File: config.mk
export PLATFORM = sky130hd
export DESIGN_NAME = uart_rx_deframer_flat
export DESIGN_NICKNAME = d
export VERILOG_FILES = /design/src/rtl/uart_rx_deframer_if.sv /design/src/rtl/uart_rx_deframer.sv /design/src/flat_wrapper.sv
export SDC_FILE = /design/constraint.sdc
export NUM_CORES = 1
export LEC_CHECK = 0
export BUFFER_PORTS_ARGS = -buffer_cell sky130_fd_sc_hd__buf_4
export CAP_MARGIN = 20
export CORE_MARGIN = 5
export CORE_UTILIZATION = 48
export CTS_CLUSTER_SIZE = 30
export DETAILED_ROUTE_END_ITERATION = 6
export PLACE_DENSITY = 0.7
export SYNTH_ARGS = -nofsm -noshare
export SYNTH_HDL_FRONTEND = slang
export SYNTH_SLANG_ARGS = --single-unit
File: constraint.sdc
create_clock -name clk -period 1.5 [get_ports clk]
set_input_delay 0.075 -clock clk [delete_from_list [all_inputs] [get_ports clk]]
set_output_delay 0.075 -clock clk [all_outputs]
set_load 0.01 [all_outputs]
File: src/rtl/uart_rx_deframer_if.sv
// Receive-side result bus of the UART deframer: recovered byte, status flags
// and the frame-in-progress indicator.
interface uart_rx_deframer_if;
    logic [7:0] data_out;
    logic       data_valid;
    logic       parity_error;
    logic       frame_error;
    logic       busy;

    // Deframer drives the bus
    modport master (
        output data_out,
        output data_valid,
        output parity_error,
        output frame_error,
        output busy
    );

    // Receive buffer consumes the bus
    modport slave (
        input data_out,
        input data_valid,
        input parity_error,
        input frame_error,
        input busy
    );
endinterface

File: src/rtl/uart_rx_deframer.sv
// UART receive deframer: oversampled start detection, 7/8 data bits LSB-first,
// optional odd/even parity, 1 or 2 stop bits, break-safe return to idle.
module uart_rx_deframer #(
    parameter int OVERSAMPLE = 16,
    parameter int CNT_W      = 4
) (
    input  logic                  clk,
    input  logic                  rst,
    input  logic                  s_tick,
    input  logic                  rx,
    input  logic                  dL,
    input  logic [1:0]            p,
    input  logic                  s,
    uart_rx_deframer_if.master    out_if
);

    typedef enum logic [2:0] {
        IDLE,
        START,
        DATA,
        PARITY,
        STOP1,
        STOP2,
        DONE,
        WAIT_IDLE
    } state_t;

    localparam logic [CNT_W-1:0] HALF_CNT = CNT_W'(OVERSAMPLE / 2 - 1);
    localparam logic [CNT_W-1:0] FULL_CNT = CNT_W'(OVERSAMPLE - 1);

    state_t           state_q, state_d;
    logic             rx_meta_q, rx_meta_d;
    logic             rx_s_q, rx_s_d;
    logic [CNT_W-1:0] tick_cnt_q, tick_cnt_d;
    logic [2:0]       bit_cnt_q, bit_cnt_d;
    logic [7:0]       shift_q, shift_d;
    logic             dl_q, dl_d;
    logic [1:0]       p_q, p_d;
    logic             s_q, s_d;
    logic             par_err_q, par_err_d;
    logic             frm_err_q, frm_err_d;
    logic [7:0]       data_out_q, data_out_d;
    logic             data_valid_q, data_valid_d;
    logic             parity_error_q, parity_error_d;
    logic             frame_error_q, frame_error_d;

    logic             par_en;
    logic             tick_end;
    logic [2:0]       last_bit;
    logic             par_xor;

    // Parity is active only for the odd (01) and even (10) codes
    assign par_en   = p_q[0] ^ p_q[1];
    assign tick_end = (tick_cnt_q == FULL_CNT);
    assign last_bit = dl_q ? 3'd7 : 3'd6;
    // Bit 7 is cleared at frame start, so in 7-bit mode it does not disturb the XOR
    assign par_xor  = ^shift_q ^ rx_s_q;

    // Next-state, sampling and output-load logic
    always_comb begin
        rx_meta_d      = rx;
        rx_s_d         = rx_meta_q;
        state_d        = state_q;
        tick_cnt_d     = tick_cnt_q;
        bit_cnt_d      = bit_cnt_q;
        shift_d        = shift_q;
        dl_d           = dl_q;
        p_d            = p_q;
        s_d            = s_q;
        par_err_d      = par_err_q;
        frm_err_d      = frm_err_q;
        data_out_d     = data_out_q;
        data_valid_d   = 1'b0;
        parity_error_d = parity_error_q;
        frame_error_d  = frame_error_q;

        unique case (state_q)
            IDLE: begin
                if (s_tick && !rx_s_q) begin
                    state_d    = START;
                    tick_cnt_d = '0;
                    bit_cnt_d  = '0;
                    shift_d    = '0;
                    par_err_d  = 1'b0;
                    frm_err_d  = 1'b0;
                    dl_d       = dL;
                    p_d        = p;
                    s_d        = s;
                end
            end
            START: begin
                if (s_tick) begin
                    if (tick_cnt_q == HALF_CNT) begin
                        tick_cnt_d = '0;
                        bit_cnt_d  = '0;
                        // Line back high at mid start bit means a glitch, not a frame
                        state_d    = rx_s_q ? IDLE : DATA;
                    end else begin
                        tick_cnt_d = tick_cnt_q + 1'b1;
                    end
                end
            end
            DATA: begin
                if (s_tick) begin
                    if (tick_end) begin
                        tick_cnt_d         = '0;
                        shift_d[bit_cnt_q] = rx_s_q;
                        if (bit_cnt_q == last_bit) begin
                            state_d = par_en ? PARITY : STOP1;
                        end else begin
                            bit_cnt_d = bit_cnt_q + 1'b1;
                        end
                    end else begin
                        tick_cnt_d = tick_cnt_q + 1'b1;
                    end
                end
            end
            PARITY: begin
                if (s_tick) begin
                    if (tick_end) begin
                        tick_cnt_d = '0;
                        // Odd: total XOR must be 1; even: total XOR must be 0
                        par_err_d  = p_q[0] ? ~par_xor : par_xor;
                        state_d    = STOP1;
                    end else begin
                        tick_cnt_d = tick_cnt_q + 1'b1;
                    end
                end
            end
            STOP1, STOP2: begin
                if (s_tick) begin
                    if (tick_end) begin
                        tick_cnt_d = '0;
                        if (!rx_s_q) frm_err_d = 1'b1;
                        state_d = (state_q == STOP1 && s_q) ? STOP2 : DONE;
                    end else begin
                        tick_cnt_d = tick_cnt_q + 1'b1;
                    end
                end
            end
            DONE: begin
                data_out_d     = shift_q;
                parity_error_d = par_err_q;
                frame_error_d  = frm_err_q;
                data_valid_d   = 1'b1;
                // A line still low after a bad stop is a break: wait for it to release
                state_d        = (frm_err_q && !rx_s_q) ? WAIT_IDLE : IDLE;
            end
            WAIT_IDLE: begin
                if (rx_s_q) state_d = IDLE;
            end
            default: state_d = IDLE;
        endcase
    end

    // State, counters, synchronizer and output registers
    always_ff @(posedge clk) begin
        if (rst) begin
            state_q        <= IDLE;
            rx_meta_q      <= 1'b1;
            rx_s_q         <= 1'b1;
            tick_cnt_q     <= '0;
            bit_cnt_q      <= '0;
            shift_q        <= '0;
            dl_q           <= 1'b0;
            p_q            <= 2'b00;
            s_q            <= 1'b0;
            par_err_q      <= 1'b0;
            frm_err_q      <= 1'b0;
            data_out_q     <= '0;
            data_valid_q   <= 1'b0;
            parity_error_q <= 1'b0;
            frame_error_q  <= 1'b0;
        end else begin
            state_q        <= state_d;
            rx_meta_q      <= rx_meta_d;
            rx_s_q         <= rx_s_d;
            tick_cnt_q     <= tick_cnt_d;
            bit_cnt_q      <= bit_cnt_d;
            shift_q        <= shift_d;
            dl_q           <= dl_d;
            p_q            <= p_d;
            s_q            <= s_d;
            par_err_q      <= par_err_d;
            frm_err_q      <= frm_err_d;
            data_out_q     <= data_out_d;
            data_valid_q   <= data_valid_d;
            parity_error_q <= parity_error_d;
            frame_error_q  <= frame_error_d;
        end
    end

    assign out_if.data_out     = data_out_q;
    assign out_if.data_valid   = data_valid_q;
    assign out_if.parity_error = parity_error_q;
    assign out_if.frame_error  = frame_error_q;
    assign out_if.busy         = (state_q != IDLE);

endmodule

File: src/flat_wrapper.sv
// flat-port wrapper written by rule: the top's interface ports become plain ports
module uart_rx_deframer_flat 
#(
    parameter int OVERSAMPLE = 16,
    parameter int CNT_W      = 4
)
  (clk, rst, s_tick, rx, dL, p, s, out_if_data_out, out_if_data_valid, out_if_parity_error, out_if_frame_error, out_if_busy);
  uart_rx_deframer_if out_if_i ();
  input  logic clk;
  input  logic rst;
  input  logic s_tick;
  input  logic rx;
  input  logic dL;
  input  logic [1:0] p;
  input  logic s;
  output wire logic [$bits(out_if_i.data_out)-1:0] out_if_data_out;
  output wire logic [$bits(out_if_i.data_valid)-1:0] out_if_data_valid;
  output wire logic [$bits(out_if_i.parity_error)-1:0] out_if_parity_error;
  output wire logic [$bits(out_if_i.frame_error)-1:0] out_if_frame_error;
  output wire logic [$bits(out_if_i.busy)-1:0] out_if_busy;
  assign out_if_data_out = out_if_i.data_out;
  assign out_if_data_valid = out_if_i.data_valid;
  assign out_if_parity_error = out_if_i.parity_error;
  assign out_if_frame_error = out_if_i.frame_error;
  assign out_if_busy = out_if_i.busy;
  uart_rx_deframer #(.OVERSAMPLE(OVERSAMPLE), .CNT_W(CNT_W)) u_core (.clk(clk), .rst(rst), .s_tick(s_tick), .rx(rx), .dL(dL), .p(p), .s(s), .out_if(out_if_i));
endmodule
==> results summary <==
The run finished, with violations left. The final reports fail on setup timing. The reported net switching power is 640 uW. The total number of vias is 1755.

The share of the synthesized area in the top cell type is 0.378. Traced cell by cell, the critical path runs through ha_4 -> nand4_4 -> a22oi_2 -> o221ai_2 -> or2_1 -> o31ai_1. The core occupancy in the finished layout is 0.627. The arrival time at the worst endpoint came out at about 1.8 ns. The aggregate global routing overflow is 0. The count of final hold-check violations came to 0. After synthesis the cells add up to approximately 0.0020 mm^2.

The kind of end point of the critical path is a flip-flop. By area, the combinational part of the netlist is dominated by simple AND/OR/NAND/NOR gates. Of the total synthesized cell area, the portion taken by XOR and XNOR cells is 0.0517. For this design, the sink count on the clock tree is 37. The post-placement cell area came out at 0.00228 mm^2. The count of max-cap constraint violations is 0.

The number of instances in the synthesized netlist came out at 225. The count of buffers from port buffering is 19. The minimum hold slack came out at between 0.01 and 0.015 ns.

The net switching fraction of the power came out at 0.267. After filler insertion, the fill cell instance count of the layout stands at 346. In this run the clock root is driven by a clkbuf_8. The detail route stage leaves a number of antenna-violating nets equal to 0. The final routed wirelength across all metal layers is between 4000 and 5000 um. The synthesized-area fraction occupied by ao, oa, aoi and oai cells is 0.175.

The number of buffers created by CTS is 5. Headroom to the max-slew limit came out at 0.720. The congestion estimate from routability-driven global placement came to 0.813. The first detailed-routing pass took 4 iterations. The initial antenna violation count came out at 0. The count of endpoints failing setup in the final report is 10.

The worst hold path belongs to the class input pin to flip-flop. The vertical die dimension is 73.9 um. The die area came out at 0.00546 mm^2. The floorplan has 23 rows.

Of the cells placed in the final design, the portion with a size suffix greater than 1 is 0.316. Dividing the synthesized area by the synthesized cell count gives 8.71 um^2. The x dimension of the die is 73.9 um. The critical path contains buffers and inverters numbering 0 combined. The adder and majority gate portion of the synthesized area came out at 0.0128.

Registers take 751 um^2. The largest total area in the synthesized netlist belongs to dfxtp_1. Yosys attributes the largest share of cell area to dfxtp_1, mux2i_1, a21oi_1. The H-tree depth reported by CTS is 2. The clock-pin slew of the registers on the worst-case setup and hold paths is 0.08 ns. The share of synthesized cell area in and, or, nand and nor gates is 0.237. The overall global routing resource usage is 0.178. The insertion delay of the later-clocked pin in the worst-skew pair is a little under 0.3 ns. The maximum fanout encountered on the critical timing path came out at 4. Counting flops and latches in the post-synthesis netlist gives 37. The worst clock skew came out at 0.00392 ns.

At the end of the flow, the number of nets in the layout was between 200 and 300. The maximum buffer depth of the clock tree is 2. The slack of the critical path came out at -0.109 ns.

The total power after layout came out at 2390 uW. The portion of the clock cycle consumed by the worst path in the final layout is 1.07. The synthesized netlist net count came out at between 200 and 250. For this run, the slowest stage of the critical path takes 0.35 ns. The critical path class is flip-flop to flip-flop. dfxtp_1 is the most common cell in the netlist. The count of final max-slew check failures is 0. The final design area excluding fillers came out at 0.00249 mm^2. The number of remaining DRC errors came out at 0. The number of enable-type register cells in the synthesized netlist is 0. The required arrival time at the worst endpoint is 1.70 ns. The cell-internal power is 1750 uW. Of the total power, combinational logic draws 0.191. In the routed layout, each cell is associated on average with a via count of 5.50. Of the post-synthesis cell area, the part taken by muxes is 0.0772.

The minimum clock period after layout came out at 1.61 ns. The maximum frequency from static timing analysis came out at 0.622 GHz. Among all stages on the critical path, the largest delay is contributed by dfxtp_2. Among all flip-flop cells after synthesis, the most frequent one is dfxtp_1.

The leakage dissipation is 0.00105 uW. TritonCTS built the clock tree. STA classifies the critical path startpoint as a flip-flop. In this run the power density over the cells is 962 mW/mm^2. The kind of cell with the highest combined delay on the critical path is compound AO/OA/AOI/OAI gates. For this configuration, the core starts out at a cell density of 0.494.

The maximum number of pins on one net before global-route repair is 42. Summing all multi-input logic gate instances after layout gives 0.00115 mm^2. The setup slack at placement is -0.0883 ns.

The sequential cell area fraction in the yosys report is 0.378. During synthesis, Yosys emitted a total of 0 warnings. The share of total power dissipated in the clock network is 0.382. The core outline area came out at 0.00397 mm^2. The I/O pin total came out at 20. The peak supply drop is 0.775 mV. The first global-routing pass estimated between 7000 and 8000 um of wire. The via count of the first global-routing pass came out at 1647. For this run, asynchronously set or reset flops after synthesis account for 0. The sum of net half-perimeters after detailed placement is around 2900 um. The pin slew with the least headroom to its limit came out at roughly 0.42 ns. The post-synthesis cell type count is between 50 and 60. The average detailed-routed wire length per instance is 14.0 um.

The count of inserted antenna diode cells is 0. In the synthesized netlist, the cells that appear most often are dfxtp_1, nor2_1, a21oi_1. The sequential fraction of design power is 0.426. The DRC marker count from the first detailed-route iteration came out at 151.

The layout overhead on the synthesized area is 26.9%. Setup repair after global routing could not meet its margin everywhere.
stage by stage:
step	cells	TNS [ns]
after floorplan	225	0
after global placement	307	-0.346
after detailed placement	307	-0.377
after CTS	319	-0.271
after global routing	319	-1.61
final	319	-0.358
placed cells by master (no fill, tap or decap), types with 2 or more instances in the layout:
master    Yosys  final
nor2b_1       5      5
o21ai_0      17      8
inv_1         6      6
xnor2_1       8      6
xnor2_2       0      2
mux2i_1      14     14
dfxtp_1      37     31
nor4_4        1      2
a21oi_1      22     21
nor2_2        0      2
or2_2         3      2
buf_4         1     46
dfxtp_2       0      5
nand3_1      12     11
a31oi_1       4      4
o21ai_1       0      9
a32oi_1       2      2
clkbuf_8      4      6
nor2_1       28     25
nand2_1      18     18
nor3_1        2      2
sequential cells by signal (all words and copies together), names as in the netlist, 2 cells and up:
signal                  count
u_core.state_q              3
u_core.tick_cnt_q           4
u_core.p_q                  2
u_core.out_if.data_out      8
u_core.shift_q              8
u_core.bit_cnt_q            3
kinds of logic after synthesis:
kind of cell	after synthesis
xor gates and xnor gates	10
muxes	15
AOI/OAI and AO/OA	56
buffers and inverters	19
and+or+nand+nor	86
adders and majority gates	2
DFF	37
routing by layer:
metal	vias to the layer above	track usage	routed length [um]	part of all wire
li1	883	-	-	-
met1	816	0.219	2000	0.45
met2	43	0.287	2110	0.47
met4	0	0.0765	129	0.029
met3	13	0.0534	238	0.053
met5	-	0	0	0
path summary, 6_finish.rpt:
| path | from | end | slack, ns | cells after the start |
|---|---|---|---|---|
| setup / recovery | u_core.tick_cnt_q[1] | u_core.state_q[2] | -0.11 | 6 |
| hold / removal | s | u_core.s_q | 0.01 | 3 |
| setup reg to reg | u_core.tick_cnt_q[1] | u_core.state_q[2] | -0.11 | 6 |
| hold reg to reg | u_core.rx_meta_q | u_core.rx_s_q | 0.42 | 1 |
power by group through the flow:
stage	sequential, uW	combinational [uW]	clock [uW]
floorplan	1040	290	0
global placement	1040	414	0
detailed placement	1040	419	0
CTS	1020	431	931
global route	1020	491	982
finish	1020	458	915
worst register-to-register path: stages, from the launching register on:
cell and delay (ns):
dfxtp_2 0.35, ha_4 0.16, nand4_4 0.12, a22oi_2 0.20, o221ai_2 0.15, or2_1 0.28, o31ai_1 0.25
cell type report:
class,count,share of cell area
Timing Repair Buffer,49,0.155
Inverter,6,0.00905
Clock buffer,6,0.0332
Multi-Input combinational cell,169,0.461
Sequential cell,37,0.302
Tap cell,50,0.0251
Clock inverter,2,0.0151
repair_timing:
item / in CTS / in global routing
pin swaps: 6 / 6
setup buffers: 3 / 0
setup endpoints to repair: 12 / 35
gates cloned: 0 / 0
hold buffers: 1 / 0
endpoints found under the hold margin: 1 / 0
gates resized for setup: 7 / 18
No activity file was read; power rests on OpenSTA's default activity.
